File: src/rtl/seven_seg_scanner_pkg.sv
// -----------------------------------------------------------------------------
// seg7_pkg
// Shared types and constants for the seven-segment scanner slice:
//   state_e      - scanner FSM states (IDLE, ON, GAP)
//   SEG_OFF      - active-low segment word with every segment dark
//   AN_OFF       - active-low anode word with every digit dark
//   seg7_decode  - hex code to active-high gfedcba segment table
// -----------------------------------------------------------------------------
package seg7_pkg;

    typedef enum logic [1:0] {
        IDLE = 2'd0,
        ON   = 2'd1,
        GAP  = 2'd2
    } state_e;

    localparam logic [6:0] SEG_OFF = 7'h7F;
    localparam logic [3:0] AN_OFF  = 4'hF;

    // Hex digit to active-high segment pattern, bit 0 = a ... bit 6 = g.
    function automatic logic [6:0] seg7_decode(input logic [3:0] code);
        logic [6:0] pat;
        case (code)
            4'h0:    pat = 7'h3F;
            4'h1:    pat = 7'h06;
            4'h2:    pat = 7'h5B;
            4'h3:    pat = 7'h4F;
            4'h4:    pat = 7'h66;
            4'h5:    pat = 7'h6D;
            4'h6:    pat = 7'h7D;
            4'h7:    pat = 7'h07;
            4'h8:    pat = 7'h7F;
            4'h9:    pat = 7'h6F;
            4'hA:    pat = 7'h77;
            4'hB:    pat = 7'h7C;
            4'hC:    pat = 7'h39;
            4'hD:    pat = 7'h5E;
            4'hE:    pat = 7'h79;
            4'hF:    pat = 7'h71;
            default: pat = 7'h00;
        endcase
        return pat;
    endfunction

endpackage

File: src/rtl/seven_seg_scanner_if.sv
// -----------------------------------------------------------------------------
// seven_seg_scanner_if
// Bundles the scanner's data inputs and display outputs.
//   enable      - scan enable (low = display dark)
//   digits_in   - four 4-bit digit codes, nibble k = digit k
//   blank_in    - per-digit blank request
//   dp_in       - per-digit decimal point request
//   seg_n/dp_n  - active-low segment and decimal-point lines
//   an_n        - active-low anodes, bit k = digit k
//   cur_digit   - digit slot being scanned
//   frame_start - one-cycle pulse at the start of each frame
// master: the producer of digit data (drives inputs, observes outputs)
// slave : the scanner itself
// -----------------------------------------------------------------------------
interface seven_seg_scanner_if;

    logic        enable;
    logic [15:0] digits_in;
    logic [3:0]  blank_in;
    logic [3:0]  dp_in;
    logic [6:0]  seg_n;
    logic        dp_n;
    logic [3:0]  an_n;
    logic [1:0]  cur_digit;
    logic        frame_start;

    modport master (
        output enable, digits_in, blank_in, dp_in,
        input  seg_n, dp_n, an_n, cur_digit, frame_start
    );

    modport slave (
        input  enable, digits_in, blank_in, dp_in,
        output seg_n, dp_n, an_n, cur_digit, frame_start
    );

endinterface

File: src/rtl/seven_seg_scanner_decoder.sv
// -----------------------------------------------------------------------------
// seg7_decoder
// Combinational hex to seven-segment decoder.
//   code  - 4-bit hex digit
//   seg_n - active-low segments, bit 0 = a ... bit 6 = g
// -----------------------------------------------------------------------------
module seg7_decoder
    import seg7_pkg::*;
(
    input  logic [3:0] code,
    output logic [6:0] seg_n
);

    // Invert the active-high table entry for the common-anode display.
    always_comb begin
        seg_n = ~seg7_decode(code);
    end

endmodule

File: src/rtl/seven_seg_scanner.sv
// -----------------------------------------------------------------------------
// seven_seg_scanner
// Time-multiplexed 4-digit seven-segment driver. Each digit is lit for
// ON_CYCLES clocks followed by GAP_CYCLES clocks with every anode off.
// Digit data is snapshotted on entry to digit 0 so a mid-frame update of the
// inputs cannot tear the displayed number.
//   clk   - rising-edge clock
//   reset - synchronous, active-high
//   bus   - seven_seg_scanner_if slave port (data in, display out)
// All outputs are registered; they are computed from the next-state values so
// that the edge entering a slot already presents that slot's drive.
// -----------------------------------------------------------------------------
module seven_seg_scanner
    import seg7_pkg::*;
#(
    parameter int ON_CYCLES  = 50000,
    parameter int GAP_CYCLES = 500
) (
    input  logic                  clk,
    input  logic                  reset,
    seven_seg_scanner_if.slave    bus
);

    localparam int CNT_MAX = (ON_CYCLES > GAP_CYCLES) ? ON_CYCLES : GAP_CYCLES;
    localparam int CNT_W   = $clog2(CNT_MAX + 1);

    localparam logic [CNT_W-1:0] CNT_ZERO = {CNT_W{1'b0}};
    localparam logic [CNT_W-1:0] CNT_ONE  = CNT_W'(1);
    localparam logic [CNT_W-1:0] ON_LAST  = CNT_W'(ON_CYCLES - 1);
    // With no gap the GAP state is never entered; the value is unused.
    localparam logic [CNT_W-1:0] GAP_LAST = (GAP_CYCLES > 0) ? CNT_W'(GAP_CYCLES - 1) : CNT_ZERO;

    state_e           state_q, state_d;
    logic [CNT_W-1:0] cnt_q, cnt_d;
    logic [1:0]       digit_q, digit_d;
    logic [15:0]      snap_digits_q, snap_digits_d;
    logic [3:0]       snap_blank_q, snap_blank_d;
    logic [3:0]       snap_dp_q, snap_dp_d;
    logic [6:0]       seg_q, seg_d;
    logic             dp_q, dp_d;
    logic [3:0]       an_q, an_d;
    logic             frame_start_q, frame_start_d;

    logic             start_frame_s;
    logic [3:0]       dec_code_s;
    logic [6:0]       dec_seg_n_s;

    // FSM next state, slot counter, digit index and frame snapshot.
    always_comb begin
        state_d       = state_q;
        cnt_d         = cnt_q;
        digit_d       = digit_q;
        start_frame_s = 1'b0;
        if (!bus.enable) begin
            state_d = IDLE;
            cnt_d   = CNT_ZERO;
            digit_d = 2'd0;
        end else begin
            case (state_q)
                IDLE: begin
                    state_d       = ON;
                    cnt_d         = CNT_ZERO;
                    digit_d       = 2'd0;
                    start_frame_s = 1'b1;
                end
                ON: begin
                    if (cnt_q == ON_LAST) begin
                        cnt_d = CNT_ZERO;
                        if (GAP_CYCLES == 0) begin
                            // No blanking gap: step straight to the next digit.
                            state_d       = ON;
                            digit_d       = digit_q + 2'd1;
                            start_frame_s = (digit_q == 2'd3);
                        end else begin
                            state_d = GAP;
                        end
                    end else begin
                        cnt_d = cnt_q + CNT_ONE;
                    end
                end
                GAP: begin
                    if (cnt_q == GAP_LAST) begin
                        state_d       = ON;
                        cnt_d         = CNT_ZERO;
                        digit_d       = digit_q + 2'd1;
                        start_frame_s = (digit_q == 2'd3);
                    end else begin
                        cnt_d = cnt_q + CNT_ONE;
                    end
                end
                default: begin
                    state_d = IDLE;
                    cnt_d   = CNT_ZERO;
                    digit_d = 2'd0;
                end
            endcase
        end

        if (start_frame_s) begin
            snap_digits_d = bus.digits_in;
            snap_blank_d  = bus.blank_in;
            snap_dp_d     = bus.dp_in;
        end else begin
            snap_digits_d = snap_digits_q;
            snap_blank_d  = snap_blank_q;
            snap_dp_d     = snap_dp_q;
        end

        // Decode the nibble of the slot being entered, from the snapshot
        // as it will stand after this edge.
        dec_code_s = snap_digits_d[{digit_d, 2'b00} +: 4];
    end

    seg7_decoder u_decoder (
        .code  (dec_code_s),
        .seg_n (dec_seg_n_s)
    );

    // Display drive for the next cycle; a blanked digit stays fully dark.
    always_comb begin
        seg_d         = SEG_OFF;
        an_d          = AN_OFF;
        dp_d          = 1'b1;
        frame_start_d = start_frame_s;
        if (state_d == ON) begin
            if (snap_blank_d[digit_d]) begin
                seg_d = SEG_OFF;
                an_d  = AN_OFF;
                dp_d  = 1'b1;
            end else begin
                seg_d = dec_seg_n_s;
                an_d  = ~(4'b0001 << digit_d);
                dp_d  = ~snap_dp_d[digit_d];
            end
        end else begin
            seg_d = SEG_OFF;
            an_d  = AN_OFF;
            dp_d  = 1'b1;
        end
    end

    // State, counter, snapshot and output registers.
    always_ff @(posedge clk) begin
        if (reset) begin
            state_q       <= IDLE;
            cnt_q         <= CNT_ZERO;
            digit_q       <= 2'd0;
            snap_digits_q <= 16'h0000;
            snap_blank_q  <= 4'h0;
            snap_dp_q     <= 4'h0;
            seg_q         <= SEG_OFF;
            dp_q          <= 1'b1;
            an_q          <= AN_OFF;
            frame_start_q <= 1'b0;
        end else begin
            state_q       <= state_d;
            cnt_q         <= cnt_d;
            digit_q       <= digit_d;
            snap_digits_q <= snap_digits_d;
            snap_blank_q  <= snap_blank_d;
            snap_dp_q     <= snap_dp_d;
            seg_q         <= seg_d;
            dp_q          <= dp_d;
            an_q          <= an_d;
            frame_start_q <= frame_start_d;
        end
    end

    assign bus.seg_n       = seg_q;
    assign bus.dp_n        = dp_q;
    assign bus.an_n        = an_q;
    assign bus.cur_digit   = digit_q;
    assign bus.frame_start = frame_start_q;

endmodule

File: src/flat_wrapper.sv
// flat-port wrapper written by rule: the top's interface ports become plain ports
module seven_seg_scanner_flat import seg7_pkg::*;
#(
    parameter int ON_CYCLES  = 50000,
    parameter int GAP_CYCLES = 500
)
  (clk, reset, bus_enable, bus_digits_in, bus_blank_in, bus_dp_in, bus_seg_n, bus_dp_n, bus_an_n, bus_cur_digit, bus_frame_start);
  seven_seg_scanner_if bus_i ();
  input  logic clk;
  input  logic reset;
  input wire logic [$bits(bus_i.enable)-1:0] bus_enable;
  input wire logic [$bits(bus_i.digits_in)-1:0] bus_digits_in;
  input wire logic [$bits(bus_i.blank_in)-1:0] bus_blank_in;
  input wire logic [$bits(bus_i.dp_in)-1:0] bus_dp_in;
  output wire logic [$bits(bus_i.seg_n)-1:0] bus_seg_n;
  output wire logic [$bits(bus_i.dp_n)-1:0] bus_dp_n;
  output wire logic [$bits(bus_i.an_n)-1:0] bus_an_n;
  output wire logic [$bits(bus_i.cur_digit)-1:0] bus_cur_digit;
  output wire logic [$bits(bus_i.frame_start)-1:0] bus_frame_start;
  assign bus_i.enable = bus_enable;
  assign bus_i.digits_in = bus_digits_in;
  assign bus_i.blank_in = bus_blank_in;
  assign bus_i.dp_in = bus_dp_in;
  assign bus_seg_n = bus_i.seg_n;
  assign bus_dp_n = bus_i.dp_n;
  assign bus_an_n = bus_i.an_n;
  assign bus_cur_digit = bus_i.cur_digit;
  assign bus_frame_start = bus_i.frame_start;
  seven_seg_scanner #(.ON_CYCLES(ON_CYCLES), .GAP_CYCLES(GAP_CYCLES)) u_core (.clk(clk), .reset(reset), .bus(bus_i));
endmodule
File: config.mk
export PLATFORM = sky130hd
export DESIGN_NAME = seven_seg_scanner_flat
export DESIGN_NICKNAME = d
export VERILOG_FILES = /design/src/rtl/seven_seg_scanner_pkg.sv /design/src/rtl/seven_seg_scanner_if.sv /design/src/rtl/seven_seg_scanner_decoder.sv /design/src/rtl/seven_seg_scanner.sv /design/src/flat_wrapper.sv
export SDC_FILE = /design/constraint.sdc
export NUM_CORES = 1
export LEC_CHECK = 0
export CORE_MARGIN = 2
export CORE_UTILIZATION = 49
export DETAILED_ROUTE_END_ITERATION = 8
export PLACE_DENSITY = 0.76
export SLEW_MARGIN = 10
export SYNTH_ARGS = -nofsm -noshare
export SYNTH_HDL_FRONTEND = slang
export SYNTH_SLANG_ARGS = --single-unit
export TNS_END_PERCENT = 50
File: constraint.sdc
create_clock -name clk -period 4.84 [get_ports clk]
set_input_delay 1.21 -clock clk [delete_from_list [all_inputs] [get_ports clk]]
set_output_delay 1.21 -clock clk [all_outputs]
set_load 0.1 [all_outputs]
==> flow_summary.json, run 1 <==
{
  "worst_slack_ns": 0.9357,
  "drive_above_1_share": 0.08580,
  "cts_resized": 0,
  "cts_tree": "built",
  "ant_nets": 0,
  "drc": 0,
  "leakagePower_nw": 1.312,
  "cts_buffers": 9,
  "yosys_most_used_dff": "dfxtp_1",
  "cts_setup_buffers": 0,
  "seq_area_frac_synth": 0.4142,
  "synth_top_area_frac": 0.4142,
  "fmax_ghz": 0.2561,
  "max_slew_margin": 0.3344,
  "slew_viol_final": 0,
  "syn_area_sq_um": 2755,
  "htreeDepth": 3,
  "outcome": "complete, no violations",
  "cp_data_required_time_ns": 5.06,
  "clk_latency_ns": 0.32,
  "ir_drop_mv": 0.1590,
  "seq_area_sq_um": 1141,
  "clock_path_buffers": 2,
  "clock-sinks": 57,
  "yosysUniqueCellTypes": 57,
  "switchingPower_w": 0.0002691,
  "io_pins": 42,
  "finalHoldViolCount": 0,
  "grt_use_total": 0.1977,
  "overflow": 0,
  "syn_nets": 330,
  "setup_viol_count_final": 0,
  "synth_edf_count": 0,
  "syn_inst": 291,
  "power_frac_seq": 0.478,
  "routed_via_density": 5.346,
  "stdcell_count": 410,
  "diodes": 0,
  "dp.cells": 396,
  "grt_pass1_wl_um": 9666,
  "power_frac_clock": 0.363,
  "multi_input_comb_area_sq_um": 1511,
  "critPathLaunchType": "flop",
  "fp.dieArea_sq_um": 6239,
  "wl_per_cell_um": 14.01,
  "final_nets": 374,
  "grt_max_degree": 30,
  "worstPathMaxFanout": 7,
  "synth_commonest_cells": "dfxtp_1 (57), nor2_1 (49), mux2i_1 (31)",
  "fillCellCount": 485,
  "rsz0062_at_grt": "false",
  "avgSynthCellArea_sq_um": 9.468,
  "grt_pass1_vias": 2179,
  "num_rows": 27,
  "hold_class": "reg2reg",
  "clock_skew_ns": 0.003812,
  "maxCapViolations": 0,
  "synth_top_cells_by_area": "dfxtp_1 (41%), mux2i_1 (11%), nor2_1 (6.7%)",
  "post-place-ws_ns": 0.6369,
  "power_frac_comb": 0.159,
  "root_buffer": "clkbuf_8",
  "endpoint_kind": "flop",
  "port_buffers": 41,
  "hpwl_um": 4187,
  "antenna_found_initial": 0,
  "area_growth_pct": 22.80,
  "die_w_um": 78.99,
  "synth_area_leader_cell": "dfxtp_1",
  "ys_ff_latch": 57,
  "setup_tns_ns": 0,
  "timing.final.crit_period_ns": 3.904,
  "finalCritPeriodShare": 0.8067,
  "power.internal_w": 0.0007611,
  "die_h_um": 78.99,
  "postCtsHoldBufs": 0,
  "synth-warning-count": 0,
  "clk_pin_slew_ns": 0.06,
  "initial_core_util": 0.5034,
  "drt_iter0_drc": 107,
  "yosysMostFrequentCell": "dfxtp_1",
  "routed-via-count": 2192,
  "critPathKind": "reg2reg",
  "pwr_density_cell_nw_per_um2": 304.5,
  "wl_um": 5744,
  "drt_pass1_iterations": 4,
  "tightest_slew_ns": 0.9952,
  "core_sq_um": 5473,
  "gp_congestion": 0.7889,
  "swShare": 0.2612,
  "cp.arrival_ns": 4.12,
  "async_flop_share": 0
}
[kinds of logic (layout without fill, tap and decap cells)]
logic type	after synthesis	after routing	share of synthesized area
flops	57	57	0.4142
fa+ha+maj	12	12	0.05449
simple gates	112	112	0.2094
compound gates	42	42	0.1222
buf+inv	22	69	0.03724
mux	32	32	0.1181
xor+xnor	14	14	0.04451
[power groups by stage]
stage               sequential, W  combinational, W  clock, W
finish                   0.000493          0.000164  0.000373
global route             0.000494          0.000177  0.000404
CTS                      0.000493          0.000165  0.000381
detailed placement       0.000503          0.000165         0
global placement         0.000502          0.000162         0
floorplan                0.000540         0.0000804         0
[critical path, stage by stage, from the launching register on]
cell,delay (ns)
dfxtp_1,0.36
ha_1,0.26
or4b_1,0.52
or4_1,0.65
a21o_1,0.26
a31oi_2,0.39
nor2_1,0.11
nor3_2,0.42
inv_1,0.15
ha_1,0.29
mux2i_1,0.16
mux2i_1,0.08
nand2b_1,0.15
[worst paths after layout]
| path | from | endpoint | slack (ns) | depth (start not counted) |
|---|---|---|---|---|
| hold reg to reg | u_core.cnt_q[0] | u_core.cnt_q[0] | 0.46 | 1 |
| setup reg to reg | u_core.cnt_q[0] | u_core.bus.seg_n[3] | 0.94 | 12 |
| hold / removal | u_core.cnt_q[0] | u_core.cnt_q[0] | 0.46 | 1 |
| setup / recovery | u_core.cnt_q[0] | u_core.bus.seg_n[3] | 0.94 | 12 |
[stage by stage]
stage	utilization	hold slack [ns]	cell area, sq um	total power, W
2_1_floorplan	-	0.4295	2755	0.0006201
3_3_place_gp	0.5885	0.4446	3221	0.0006646
3_5_place_dp	0.5885	0.4541	3221	0.0006677
4_1_cts	0.6182	0.4670	3383	0.001039
5_1_grt	0.6182	0.5097	3383	0.001075
6_report	0.6182	0.4617	3383	0.001030
[layout make-up]
| class | count | share of cell area |
|---|---|---|
| multi-input combinational | 212 | 0.4467 |
| timing repair buffer | 45 | 0.1302 |
| tap | 72 | 0.02663 |
| sequential | 57 | 0.3373 |
| inverter | 10 | 0.01109 |
| clock buffer | 14 | 0.04808 |
[registers in the layout, indices dropped and copies added (netlist names)]
register and cells:
u_core.bus.seg_n 7, u_core.snap_blank_q 4, u_core.bus.an_n 4, u_core.state_q 2, u_core.cnt_q 16, u_core.bus.dp_n 1
u_core.snap_dp_q 4, u_core.bus.frame_start 1, u_core.bus.cur_digit 2, u_core.snap_digits_q 16
[layout by cell type (no fill, tap or decap), types with 3 or more instances in the layout]
cell type	n
o22ai_1	6
xor2_1	7
xnor2_1	7
a211oi_1	3
o221ai_1	3
nor2_1	49
inv_1	10
nand2_1	16
buf_4	4
and3_1	4
dfxtp_1	57
a211o_1	3
mux2i_1	31
a21oi_1	7
clkbuf_8	11
clkdlybuf4s50_1	41
nand3_1	13
ha_1	12
clkbuf_1	3
nand2b_1	5
[layer usage]
layer  vias up  share of wire  GRT usage
met5         -              0          0
met4         0          0.015    0.08966
met3        12          0.045    0.04659
met2        44           0.48     0.3229
met1      1022           0.46     0.2475
li1       1114              -          -
(Power assumes the default switching activity.)
==> run 2: changes to the inputs <==
Settings changed: CORE_UTILIZATION 49 to 48, PLACE_DENSITY 0.76 to 0.77.
Clock period 4.84 ns to 3.36 ns, I/O delays scaled along.
==> flow_summary.json, run 2 (synthesis results as in run 1) <==
{
  "outcome": "complete, no violations",
  "setup_viol_count_final": 0,
  "stdcell_count": 442,
  "cts_buffers": 9,
  "cts_tree": "built",
  "num_rows": 27,
  "grt_max_degree": 29,
  "pwr_density_cell_nw_per_um2": 440.6,
  "hpwl_um": 4674,
  "endpoint_kind": "flop",
  "fmax_ghz": 0.2991,
  "multi_input_comb_area_sq_um": 1612,
  "htreeDepth": 3,
  "leakagePower_nw": 1.491,
  "area_growth_pct": 35.51,
  "drive_above_1_share": 0.2649,
  "fin_util": 0.6739,
  "die_h_um": 79.76,
  "diodes": 0,
  "layout_common_cells": "dfxtp_1 (55), nor2_1 (47), buf_4 (47)",
  "grt_use_total": 0.2187,
  "grt-busiest-layer": "met2",
  "dp.cells": 424,
  "io_pins": 42,
  "antenna_found_initial": 0,
  "hold_class": "reg2reg",
  "final_nets": 404,
  "drt_pass1_iterations": 4,
  "worstPathMaxFanout": 7,
  "ant_nets": 0,
  "grt_util_met2": 0.3597,
  "drc": 0,
  "grt_pass1_vias": 2356,
  "postCtsHoldBufs": 0,
  "ir_drop_mv": 0.3013,
  "grtUsageMet1": 0.2661,
  "slew_viol_final": 0,
  "hold_slack_ns": 0.4694,
  "overflow": 0,
  "tightest_slew_ns": 0.5311,
  "clock-sinks": 57,
  "port_buffers": 41,
  "fp.dieArea_sq_um": 6362,
  "clk_pin_slew_ns": 0.07,
  "routed-via-count": 2393,
  "routed_via_density": 5.414,
  "finalHoldViolCount": 0,
  "rsz0062_at_grt": "true",
  "seq_area_sq_um": 1144,
  "wl_per_cell_um": 14.89,
  "gp_congestion": 0.8439,
  "core_sq_um": 5540,
  "root_buffer": "clkbuf_8",
  "maxCapViolations": 0,
  "initial_core_util": 0.4973,
  "die_w_um": 79.76,
  "max_slew_margin": 0.6429,
  "timing.final.crit_period_ns": 3.343,
  "clock_path_buffers": 2,
  "critPathKind": "reg2reg",
  "wl_um": 6583,
  "clock_skew_ns": 0.01046,
  "gr-usage-met3": 0.04864,
  "total_power_w": 0.001645,
  "fillCellCount": 452,
  "grt_pass1_wl_um": 10740,
  "finalCritPeriodShare": 0.9949,
  "cp.arrival_ns": 3.56,
  "drt_iter0_drc": 134,
  "clk_latency_ns": 0.34,
  "critPathLaunchType": "flop",
  "layout_commonest_cell": "dfxtp_1",
  "cp_data_required_time_ns": 3.58
}
-- run 2: cell types whose count changed in the layout (fill, tap and decap cells not counted), sizes merged --
cell / before / now
bufinv: 0 / 1
clkinvlp: 0 / 1
clkbuf: 14 / 12
clkdlybuf4s50: 41 / 26
buf: 4 / 49
clkinv: 0 / 2
-- run 2: cell type report --
| class | count | area share |
|---|---|---|
| tap | 72 | 0.02413 |
| clock inverter | 4 | 0.01374 |
| sequential | 57 | 0.3063 |
| inverter | 10 | 0.01005 |
| clock buffer | 12 | 0.04156 |
| multi-input combinational | 212 | 0.4316 |
| timing repair buffer | 75 | 0.1726 |
-- run 2: metal layers --
layer | wire [um] | vias up | part of all wire
li1 | - | 1182 | -
met1 | 2944 | 1127 | 0.45
met2 | 3170 | 70 | 0.48
met3 | 309 | 14 | 0.047
met4 | 158 | 0 | 0.024
met5 | 0 | - | 0
-- run 2: path summary, 6_finish.rpt --
path                                                to                    from  cells after the start  slack (ns)
worst max register to register     u_core.bus.seg_n[5]         u_core.cnt_q[1]                     10        0.02
worst min register to register  u_core.snap_blank_q[0]  u_core.snap_blank_q[0]                      2        0.47
worst max-delay path               u_core.bus.seg_n[5]         u_core.cnt_q[1]                     10        0.02
worst min-delay path            u_core.snap_blank_q[0]  u_core.snap_blank_q[0]                      2        0.47
-- run 2: report_power, final --
group	switching (W)	internal (W)	leakage, nW
registers	0.00000889	0.000702	0.467
clock network	0.000276	0.000383	0.103
logic	0.000158	0.000118	0.922
-- run 2: what timing repair did --
action / in CTS / in global routing
buffers inserted: 0 / 2
setup endpoints to repair: 6 / 6
resized for setup: 3 / 17
pin swaps: 0 / 8
-- run 2: metrics by stage --
stage	setup WS (ns)	area, sq um	TNS [ns]
floorplan	0.004080	2769	0
global placement	-0.02534	3420	-0.02534
detailed placement	-0.1808	3420	-0.5245
CTS	0.02409	3641	0
global route	-0.1017	3734	-0.3821
finish	0.01705	3734	0
-- run 2: critical path, stage by stage, from the launching register on --
cell	delay [ns]
dfxtp_1	0.35
ha_2	0.18
or4b_4	0.48
or4_4	0.56
o31a_1	0.29
a221oi_1	0.45
nand2_1	0.12
nand3_1	0.28
buf_4	0.19
mux2i_1	0.18
o221ai_1	0.12
